**src/rtl/input_capture_pkg.sv**
```systemverilog
// Shared types, reset constants and sizing helper for the input_capture front end.
// Debouncers are compiled in only when INPUT_CAPTURE_DEBOUNCE_EN is defined.
package input_capture_pkg;

  typedef enum logic [0:0] {
    ST_EMPTY = 1'b0,
    ST_FULL  = 1'b1
  } cap_state_e;

  localparam logic       RST_BIT     = 1'b0;
  localparam logic       RST_VALID   = 1'b0;
  localparam logic       RST_OVERRUN = 1'b0;
  localparam cap_state_e RST_STATE   = ST_EMPTY;

  // Counter must be able to hold DEBOUNCE_CYCLES itself.
  function automatic int unsigned dbc_cnt_width(input int unsigned cycles);
    return $clog2(cycles + 32'd1);
  endfunction

endpackage

```
**src/rtl/input_capture_btn_debounce.sv**
```systemverilog
// Single-button debouncer: the stable level flips only after DEBOUNCE_CYCLES
// consecutive samples disagree with it.
module btn_debounce
  import input_capture_pkg::*;
#(
  parameter int unsigned DEBOUNCE_CYCLES = 16
) (
  input  logic Clk,
  input  logic Rst,
  input  logic In,
  output logic Out
);

  localparam int unsigned      CNT_W    = dbc_cnt_width(DEBOUNCE_CYCLES);
  localparam logic [CNT_W-1:0] CNT_ZERO = {CNT_W{1'b0}};
  localparam logic [CNT_W-1:0] CNT_ONE  = CNT_W'(1'b1);
  localparam logic [CNT_W-1:0] CNT_LAST = CNT_W'(DEBOUNCE_CYCLES - 32'd1);

  logic             stable_q, stable_d;
  logic [CNT_W-1:0] cnt_q, cnt_d;

  // Any agreeing sample restarts the run of disagreeing ones.
  always_comb begin
    stable_d = stable_q;
    cnt_d    = CNT_ZERO;
    if (In == stable_q) begin
      cnt_d = CNT_ZERO;
    end else if (cnt_q == CNT_LAST) begin
      stable_d = ~stable_q;
      cnt_d    = CNT_ZERO;
    end else begin
      cnt_d = cnt_q + CNT_ONE;
    end
  end

  always_ff @(posedge Clk) begin
    if (Rst) begin
      stable_q <= RST_BIT;
      cnt_q    <= CNT_ZERO;
    end else begin
      stable_q <= stable_d;
      cnt_q    <= cnt_d;
    end
  end

  assign Out = stable_q;

endmodule

```
**src/rtl/input_capture.sv**
```systemverilog
// Board front end: synchronises switches/buttons, debounces buttons when
// INPUT_CAPTURE_DEBOUNCE_EN is defined, and hands captured operands over valid/ready.
module input_capture
  import input_capture_pkg::*;
#(
  parameter int unsigned WIDTH           = 4,
  parameter int unsigned SYNC_STAGES     = 2,
  parameter int unsigned DEBOUNCE_CYCLES = 16
) (
  input  logic               Clk,
  input  logic               Rst,
  input  logic [2*WIDTH-1:0] Sw,
  input  logic               Btn0,
  input  logic               Btn1,
  output logic [WIDTH-1:0]   InputX,
  output logic [WIDTH-1:0]   InputY,
  output logic               Cin,
  output logic               Valid,
  input  logic               Ready,
  output logic               Overrun
);

  localparam int unsigned      NBITS   = 2 * WIDTH + 2;
  localparam logic [WIDTH-1:0] OP_ZERO = {WIDTH{RST_BIT}};

  logic [NBITS-1:0] sync_q [SYNC_STAGES];
  logic [NBITS-1:0] sync_d [SYNC_STAGES];
  logic [NBITS-1:0] synced;
  logic [2*WIDTH-1:0] sw_sync;
  logic               btn0_sync, btn1_sync;
  logic               btn0_stable, btn1_stable;
  logic               btn1_prev_q;
  logic               load_event;

  cap_state_e       state_q, state_d;
  logic [WIDTH-1:0] x_q, x_d, y_q, y_d;
  logic             valid_q, valid_d;
  logic             overrun_q, overrun_d;

  // All pins share one synchroniser chain; stage 0 samples the raw pins.
  always_comb begin
    sync_d[0] = {Btn1, Btn0, Sw};
    for (int i = 1; i < SYNC_STAGES; i++) begin
      sync_d[i] = sync_q[i-1];
    end
  end

  always_ff @(posedge Clk) begin
    if (Rst) begin
      for (int i = 0; i < SYNC_STAGES; i++) begin
        sync_q[i] <= {NBITS{RST_BIT}};
      end
    end else begin
      for (int i = 0; i < SYNC_STAGES; i++) begin
        sync_q[i] <= sync_d[i];
      end
    end
  end

  assign synced    = sync_q[SYNC_STAGES-1];
  assign sw_sync   = synced[2*WIDTH-1:0];
  assign btn0_sync = synced[2*WIDTH];
  assign btn1_sync = synced[2*WIDTH+1];

`ifdef INPUT_CAPTURE_DEBOUNCE_EN
  btn_debounce #(.DEBOUNCE_CYCLES(DEBOUNCE_CYCLES)) u_db_btn0 (
    .Clk (Clk),
    .Rst (Rst),
    .In  (btn0_sync),
    .Out (btn0_stable)
  );

  btn_debounce #(.DEBOUNCE_CYCLES(DEBOUNCE_CYCLES)) u_db_btn1 (
    .Clk (Clk),
    .Rst (Rst),
    .In  (btn1_sync),
    .Out (btn1_stable)
  );
`else
  assign btn0_stable = btn0_sync;
  assign btn1_stable = btn1_sync;
`endif

  // Registered copy of the load button; only its rising edge loads.
  always_ff @(posedge Clk) begin
    if (Rst) begin
      btn1_prev_q <= RST_BIT;
    end else begin
      btn1_prev_q <= btn1_stable;
    end
  end

  assign load_event = btn1_stable & ~btn1_prev_q;

  // Capture/handshake next state; a load while stalled is dropped and flagged.
  always_comb begin
    state_d   = state_q;
    x_d       = x_q;
    y_d       = y_q;
    overrun_d = overrun_q;
    case (state_q)
      ST_EMPTY: begin
        if (load_event) begin
          x_d     = sw_sync[WIDTH-1:0];
          y_d     = sw_sync[2*WIDTH-1:WIDTH];
          state_d = ST_FULL;
        end else begin
          state_d = ST_EMPTY;
        end
      end
      ST_FULL: begin
        if (Ready) begin
          if (load_event) begin
            x_d     = sw_sync[WIDTH-1:0];
            y_d     = sw_sync[2*WIDTH-1:WIDTH];
            state_d = ST_FULL;
          end else begin
            state_d = ST_EMPTY;
          end
        end else begin
          if (load_event) begin
            overrun_d = 1'b1;
          end else begin
            overrun_d = overrun_q;
          end
        end
      end
      default: begin
        state_d = RST_STATE;
      end
    endcase
    valid_d = (state_d == ST_FULL);
  end

  always_ff @(posedge Clk) begin
    if (Rst) begin
      state_q   <= RST_STATE;
      x_q       <= OP_ZERO;
      y_q       <= OP_ZERO;
      valid_q   <= RST_VALID;
      overrun_q <= RST_OVERRUN;
    end else begin
      state_q   <= state_d;
      x_q       <= x_d;
      y_q       <= y_d;
      valid_q   <= valid_d;
      overrun_q <= overrun_d;
    end
  end

  assign InputX  = x_q;
  assign InputY  = y_q;
  assign Cin     = btn0_stable;
  assign Valid   = valid_q;
  assign Overrun = overrun_q;

endmodule
```
**config.mk**
```make
export PLATFORM = sky130hd
export DESIGN_NAME = input_capture
export DESIGN_NICKNAME = d
export VERILOG_FILES = /design/src/rtl/input_capture_pkg.sv /design/src/rtl/input_capture_btn_debounce.sv /design/src/rtl/input_capture.sv
export SDC_FILE = /design/constraint.sdc
export NUM_CORES = 1
export LEC_CHECK = 0
export CORE_MARGIN = 3
export CORE_UTILIZATION = 50
export CTS_BUF_LIST = sky130_fd_sc_hd__clkbuf_8
export DETAILED_ROUTE_END_ITERATION = 10
export GPL_TIMING_DRIVEN = 1
export PLACE_DENSITY = 0.8
export SETUP_SLACK_MARGIN = 0.1
export SLEW_MARGIN = 10
export SYNTH_ARGS = -nofsm -noshare
export SYNTH_HDL_FRONTEND = slang
export SYNTH_SLANG_ARGS = --single-unit
```
**constraint.sdc**
```tcl
create_clock -name Clk -period 2.2 [get_ports Clk]
set_input_delay 0.33 -clock Clk [delete_from_list [all_inputs] [get_ports Clk]]
set_output_delay 0.33 -clock Clk [all_outputs]
set_load 0.03 [all_outputs]
```
# Word-level counts from Yosys, hierarchy flattened
# Memories as Yosys holds them, arrays and structs flattened.
# Cells that the tools add are included.
# classes
n_reduce_logical	1
shifts	0
n_eq_ne	1
div	0
n_addsub	0
n_lt_le_gt_ge	0
n_bitwise	6
mux	14
mul	0
# op_table
operator	n
$mux 10	2
$mux 4	4
$pmux 4 s2	2
$mux 1	5
$not 1->1	3
$reduce_and 3->1	1
$ne 2x2->1 const B	1
$or 1x1->1	2
$pmux 1 s2	1
$and 1x1->1	1
# totals
wordCells	28
in_bits	13
output_inout_bits	11
mem_count	1
mem_bits_ro	0
register_bits	11
ramBits	20
latchBits	0
# mem_list
name	depth	word_bits	rd	rd_ports_with_merged_regs	wr	line_no	source
sync_q	2	10	2	0	2	input_capture.sv:26	logic [NBITS-1:0] sync_q [SYNC_STAGES];

# Depth between registers and ports, before layout
# Gate-level depths: netlist of the first run.
# logic_depth
word_depth	5
mapped_depth	4
mapped_depth_nobuf	3

# Worst setup path after synthesis of the first run
# Ideal clock, no wire load.
# synth_path
kind	register -> register
startpoint	register Valid (netlist name)
endpoint	register x_q[0], in the netlist InputX[0]
t_required_ns	2.134
path_stages_with_launch	5
period_less_slack_ns	1.112
slack_ns	1.088
setup_time_ns	0.066
t_arrival_ns	1.046
path_buffers	1
path_cell_list	dfxtp_1 nor2b_1 buf_4 o21ai_2 a21oi_2
# synth_lines
item	line_no	source
to (signal assigned)	input_capture.sv:138	x_q <= OP_ZERO;
to (signal assigned)	input_capture.sv:144	x_q <= x_d;
to (decl)	input_capture.sv:36	logic [WIDTH-1:0] x_q, x_d, y_q, y_d;

# Final worst setup path of the first run
# layout_path
startpoint	register x_q[2], in the netlist InputX[2]
endpoint	output InputX[2]
# layout_lines
item	line_no	source
to (decl)	input_capture.sv:15	output logic [WIDTH-1:0] InputX,
# No word-level cell between the ends.

==> flow_metrics.env, run 1 <==
export IMPL_status="complete, no violations"
export IMPL_powerDensity_nw_per_um2=786.0
export IMPL_synth_distinct_cells=15
export IMPL_dp_cells=132
export IMPL_cts_made_buffers=5
export IMPL_crit_fanout=2
export IMPL_place_area_um2=1256
export IMPL_hp_class="reg2reg"
export IMPL_timing_final_crit_share_pct=74.90
export IMPL_ys_seq_area_share_pct=61.01
export IMPL_syn_nets=102
export IMPL_p_leak_nw=0.4827
export IMPL_grt_usage_pct=13.87
export IMPL_path_depth=1
export IMPL_setup_viol_count_final=0
export IMPL_hold_viol=0
export IMPL_clock_latency_ns=0.27
export IMPL_drt_initial_drc_count=2
export IMPL_syn_area_per_cell_um2=11.43
export IMPL_rsz0062_at_grt="no"
export IMPL_port_buffer_count=23
export IMPL_grt_pass1_wl_um=2642
export IMPL_dieArea_um2=2612
export IMPL_cts_tree="done"
export IMPL_layout_common_cells="31 x dfxtp_1, 23 x clkdlybuf4s50_1, 18 x nor2b_1"
export IMPL_grt_pass1_vias=629
export IMPL_fillers=139
export IMPL_crit_path_top_delay_cell="clkdlybuf4s50_1"
export IMPL_skew_ns=0.007672
export IMPL_max_slew_worst_pin_slew_ns=0.9280
export IMPL_ir_drop_mv=0.6241
export IMPL_stdcell_count=140
export IMPL_cts_resized=0
export IMPL_cts_buffer_depth=2
export IMPL_ant_nets=0
export IMPL_grt_max_degree=32
export IMPL_place_ws_ns=0.3710
export IMPL_design_area_um2=1338
export IMPL_fin_ws_ns=0.5522
export IMPL_gp_congestion=0.7171
export IMPL_num_antenna_cells=0
export IMPL_synth_seq_cells=31
export IMPL_rows=15
export IMPL_area_delta_synth_final_pct=31.49
export IMPL_max_freq_ghz=0.6069
export IMPL_slowest_delay_ns=0.69
export IMPL_synth_warning_count=0
export IMPL_core_um2=1821
export IMPL_mostFrequentLayoutCell="dfxtp_1"
export IMPL_reg2reg_slack_ns=0.75
export IMPL_dr_pass1_iters=4
export IMPL_post_dp_hpwl_um=997.3
export IMPL_cap_violations=0
export IMPL_start_kind="flop"
export IMPL_min_period_ns=1.648
export IMPL_tns_ns=0
export IMPL_ff_latch_area_um2=620.6
export IMPL_vias_per_cell=4.693
export IMPL_fin_nets=127
export IMPL_route_final_wire_length_um=1489
export IMPL_cts_hold_buf=0
export IMPL_synth_cells=89
export IMPL_arrival_ns=1.32
export IMPL_drc=0
export IMPL_htree_levels=2
export IMPL_post_route_cells_drive_above_1_share_pct=20.87
export IMPL_cts_sinks=31
export IMPL_rr_worst_depth=3
export IMPL_worstPathRequired_ns=1.87
export IMPL_dieWidth_um=51.11
export IMPL_slew_headroom_pct=38.01
export IMPL_cts_root_buf="clkbuf_8"
export IMPL_critPathKind="reg2out"
export IMPL_ios=24
export IMPL_netlist_area_um2=1017
export IMPL_end_kind="output pin"
export IMPL_finalPower_mw=1.051
export IMPL_clkTransAtPathRegs_ns=0.06
export IMPL_antenna_found_initial=0
export IMPL_slew_viol_final=0
export IMPL_grt_overflow=0
export IMPL_start_util_pct=55.88
export IMPL_cpLargestDelayFamily="buffers and inverters"
export IMPL_wire_per_inst_um=10.64
export IMPL_cp_num_buf_inv=1
export IMPL_vias=657
export IMPL_hold_depth=1
export IMPL_die_h_um=51.11
export IMPL_multi_input_area_um2=362.8
export IMPL_path_cells="clkdlybuf4s50_1"
export IMPL_cts_setup_buffers=0
flip-flops by register name (all words and copies together), names as in the netlist:
signal and flops:
Valid 1, btn1_prev_q 1, InputY 4, InputX 4, sync_q 20, Overrun 1
path summary, 6_finish.rpt:
path | start | end
setup / recovery | InputX[2] | InputX[2]
hold / removal | sync_q[0][2] | sync_q[0][12]
setup reg to reg | Valid | InputY[2]
hold reg to reg | sync_q[0][2] | sync_q[0][12]
through the flow:
step	util, %	hold WS, ns
after floorplan	-	0.4016
after global placement	69.00	0.4154
after detailed placement	69.00	0.4239
after CTS	73.47	0.4373
after global routing	73.47	0.4483
final	73.47	0.4344
synth_stat cells:
cell	instances	area share, %
a31oi_1	1	0.62
o21ai_2	8	6.9
clkbuf_1	2	0.74
a21oi_2	8	6.9
dfxtp_1	31	61
buf_2	3	1.5
nor2_1	1	0.37
clkinv_1	1	0.37
buf_4	1	0.74
nor2b_1	18	11
nand2b_2	1	0.86
a21oi_1	1	0.49
and2b_1	4	3.0
nand4_1	8	4.9
nand2b_1	1	0.62
cell type report:
type	count	area share, %
Sequential cell	31	46.40
Multi-Input combinational cell	51	27.13
Timing Repair Buffer	24	17.77
Clock buffer	5	5.145
Tap cell	25	2.339
Clock inverter	3	0.9355
Inverter	1	0.2806
power breakdown:
| part | switching [mW] | internal [mW] |
|---|---|---|
| Clock | 0.184 | 0.212 |
| Combinational | 0.0296 | 0.0377 |
| Sequential | 0.00717 | 0.582 |
| Total | 0.220 | 0.831 |
logic make-up (layout without fill, tap and decap cells):
| kind of cell | after synthesis | in the layout | synth area share [%] |
|---|---|---|---|
| simple gates | 33 | 33 | 20.79 |
| flops | 31 | 31 | 61.01 |
| compound gates | 18 | 18 | 14.88 |
| buf+inv | 7 | 33 | 3.321 |
routing by layer:
layer	GRT usage, %	wire length [um]	vias to the layer above
met5	0	0	-
met4	9.417	27	0
met3	4.373	121	5
met2	21.89	668	26
met1	15.90	671	279
li1	-	-	347
(Power assumes the default switching activity.)
==> run 2, diff against run 1 <==
--- a/config.mk
+++ b/config.mk
@@ -6,11 +6,11 @@
 export NUM_CORES = 1
 export LEC_CHECK = 0
 export CORE_MARGIN = 3
-export CORE_UTILIZATION = 50
+export CORE_UTILIZATION = 45
 export CTS_BUF_LIST = sky130_fd_sc_hd__clkbuf_8
 export DETAILED_ROUTE_END_ITERATION = 10
 export GPL_TIMING_DRIVEN = 1
-export PLACE_DENSITY = 0.8
+export PLACE_DENSITY = 0.76
 export SETUP_SLACK_MARGIN = 0.1
 export SLEW_MARGIN = 10
 export SYNTH_ARGS = -nofsm -noshare
==> constraint.sdc (replaced) <==
create_clock -name Clk -period 1.46 [get_ports Clk]
set_input_delay 0.219 -clock Clk [delete_from_list [all_inputs] [get_ports Clk]]
set_output_delay 0.219 -clock Clk [all_outputs]
set_load 0.03 [all_outputs]
==> run 2 against run 1 <==
Die area grew 9.8%. Wire length shrank 1.7%. Clock power is 63% higher. Via count grew 2.7%. Utilization is 7.1 points lower. Clock skew is 0.0046 ns lower. Power rose by 56%. Critical path depth unchanged. Worst hold slack worse by 0.0044 ns. Combinational power increased by 59%. Critical endpoint unchanged.
==> flow_metrics.env, run 2 (synthesis results as in run 1) <==
export IMPL_place_ws_ns=-0.2969
export IMPL_post_dp_hpwl_um=1036
export IMPL_grt_usage_pct=12.57
export IMPL_place_area_um2=1279
export IMPL_fin_ws_ns=0.2205
export IMPL_timing_final_crit_share_pct=84.89
export IMPL_grt_overflow=0
export IMPL_intPower_mw=1.304
export IMPL_area_delta_synth_final_pct=33.21
export IMPL_pwr_share_clk_pct=39.4
export IMPL_dieWidth_um=53.55
export IMPL_status="complete, no violations"
export IMPL_regMostFlops="sync_q"
export IMPL_vias_per_cell=4.754
export IMPL_fillers=183
export IMPL_p_leak_nw=0.5406
export IMPL_ant_nets=0
export IMPL_pwr_share_comb_pct=6.6
export IMPL_start_util_pct=49.82
export IMPL_num_antenna_cells=0
export IMPL_ir_drop_mv=0.8722
export IMPL_crit_path_top_delay_cell="dlygate4sd2_1"
export IMPL_htree_levels=2
export IMPL_critPathKind="reg2out"
export IMPL_grt_pass1_vias=603
export IMPL_path_cells="dlygate4sd2_1"
export IMPL_post_route_cells_drive_above_1_share_pct=23.48
export IMPL_crit_fanout=2
export IMPL_fin_nets=128
export IMPL_grt_max_degree=32
export IMPL_worstPathRequired_ns=1.24
export IMPL_mostFrequentLayoutCell="dfxtp_1"
export IMPL_dieArea_um2=2867
export IMPL_drt_initial_drc_count=1
export IMPL_setup_viol_count_final=0
export IMPL_cts_hold_buf=0
export IMPL_switchingPower_mw=0.3327
export IMPL_layout_common_cells="31 x dfxtp_1, 17 x nor2b_1, 12 x clkdlybuf4s50_1"
export IMPL_grt_pass1_wl_um=2435
export IMPL_rsz0062_at_grt="no"
export IMPL_rows=16
export IMPL_route_final_wire_length_um=1463
export IMPL_cts_root_buf="clkbuf_8"
export IMPL_stdcell_count=142
export IMPL_ios=24
export IMPL_design_area_um2=1355
export IMPL_cts_buffer_depth=2
export IMPL_max_slew_worst_pin_slew_ns=0.5547
export IMPL_tns_ns=0
export IMPL_wire_per_inst_um=10.30
export IMPL_end_kind="output pin"
export IMPL_clkTransAtPathRegs_ns=0.06
export IMPL_max_freq_ghz=0.8068
export IMPL_arrival_ns=1.02
export IMPL_p_sw_share_pct=20.33
export IMPL_slew_viol_final=0
export IMPL_core_um2=2042
export IMPL_dr_pass1_iters=3
export IMPL_hp_class="reg2reg"
export IMPL_p_seq_share_pct=54.0
export IMPL_skew_ns=0.003110
export IMPL_min_period_ns=1.239
export IMPL_port_buffer_count=23
export IMPL_cp_num_buf_inv=1
export IMPL_antenna_found_initial=0
export IMPL_hold_viol=0
export IMPL_slowest_delay_ns=0.41
export IMPL_clock_latency_ns=0.27
export IMPL_largest_reg_flops=20
export IMPL_start_kind="flop"
export IMPL_drc=0
export IMPL_powerDensity_nw_per_um2=1208
export IMPL_vias=675
export IMPL_gp_congestion=0.7175
export IMPL_dp_cells=135
export IMPL_cts_tree="done"
export IMPL_slew_headroom_pct=62.85
export IMPL_die_h_um=53.55
export IMPL_cts_made_buffers=5
export IMPL_cap_violations=0
export IMPL_cts_setup_buffers=0
export IMPL_cts_sinks=31
export IMPL_cpLargestDelayFamily="buffers and inverters"
[run 2: path summary, 6_finish.rpt]
| check | start | to | slack (ns) | cells after the start |
|---|---|---|---|---|
| min reg2reg | sync_q[0][1] | sync_q[0][11] | 0.43 | 1 |
| max reg2reg | Valid | InputY[0] | 0.28 | 3 |
| max | InputX[2] | InputX[2] | 0.22 | 1 |
| min | sync_q[0][1] | sync_q[0][11] | 0.43 | 1 |
[run 2: power by group through the flow]
stage	registers (mW)	clock network, mW	logic (mW)
final	0.884	0.644	0.107
after CTS	0.885	0.663	0.109
after detailed placement	0.903	0	0.111
after floorplan	0.911	0	0.0493
after global routing	0.887	0.699	0.118
after global placement	0.902	0	0.109
[run 2: stage by stage]
step	utilization (%)	hold WS (ns)	total power [mW]
finish	66.36	0.4300	1.636
global route	66.36	0.4580	1.703
CTS	66.36	0.4322	1.657
detailed placement	62.62	0.4199	1.015
global placement	62.62	0.4134	1.012
floorplan	-	0.2906	0.9602
[run 2: area by class of cell]
| class | count | area (um2) | area share (%) |
|---|---|---|---|
| clock buffers | 6 | 82.58 | 6.094 |
| multi-input cells | 51 | 365.4 | 26.96 |
| inverters | 1 | 3.754 | 0.2770 |
| repair buffers | 25 | 244.0 | 18.01 |
| well taps | 27 | 33.78 | 2.493 |
| flip-flops and latches | 31 | 620.6 | 45.80 |
| clock inverters | 1 | 5.005 | 0.3693 |
[run 2: timing repair]
item | 4_1_cts | 5_1_grt
setup endpoints to repair | 20 | 0
hold endpoints to repair | 0 | 0
resized for setup | 12 | 0
[run 2: routing by layer]
| metal | global-route usage, % | part of all wire (%) | up-vias |
|---|---|---|---|
| met1 | 12.13 | 43 | 298 |
| met2 | 20.61 | 46 | 25 |
| met3 | 5.817 | 8.6 | 3 |
| li1 | - | - | 349 |
| met4 | 9.787 | 2.1 | 0 |
| met5 | 0 | 0 | - |
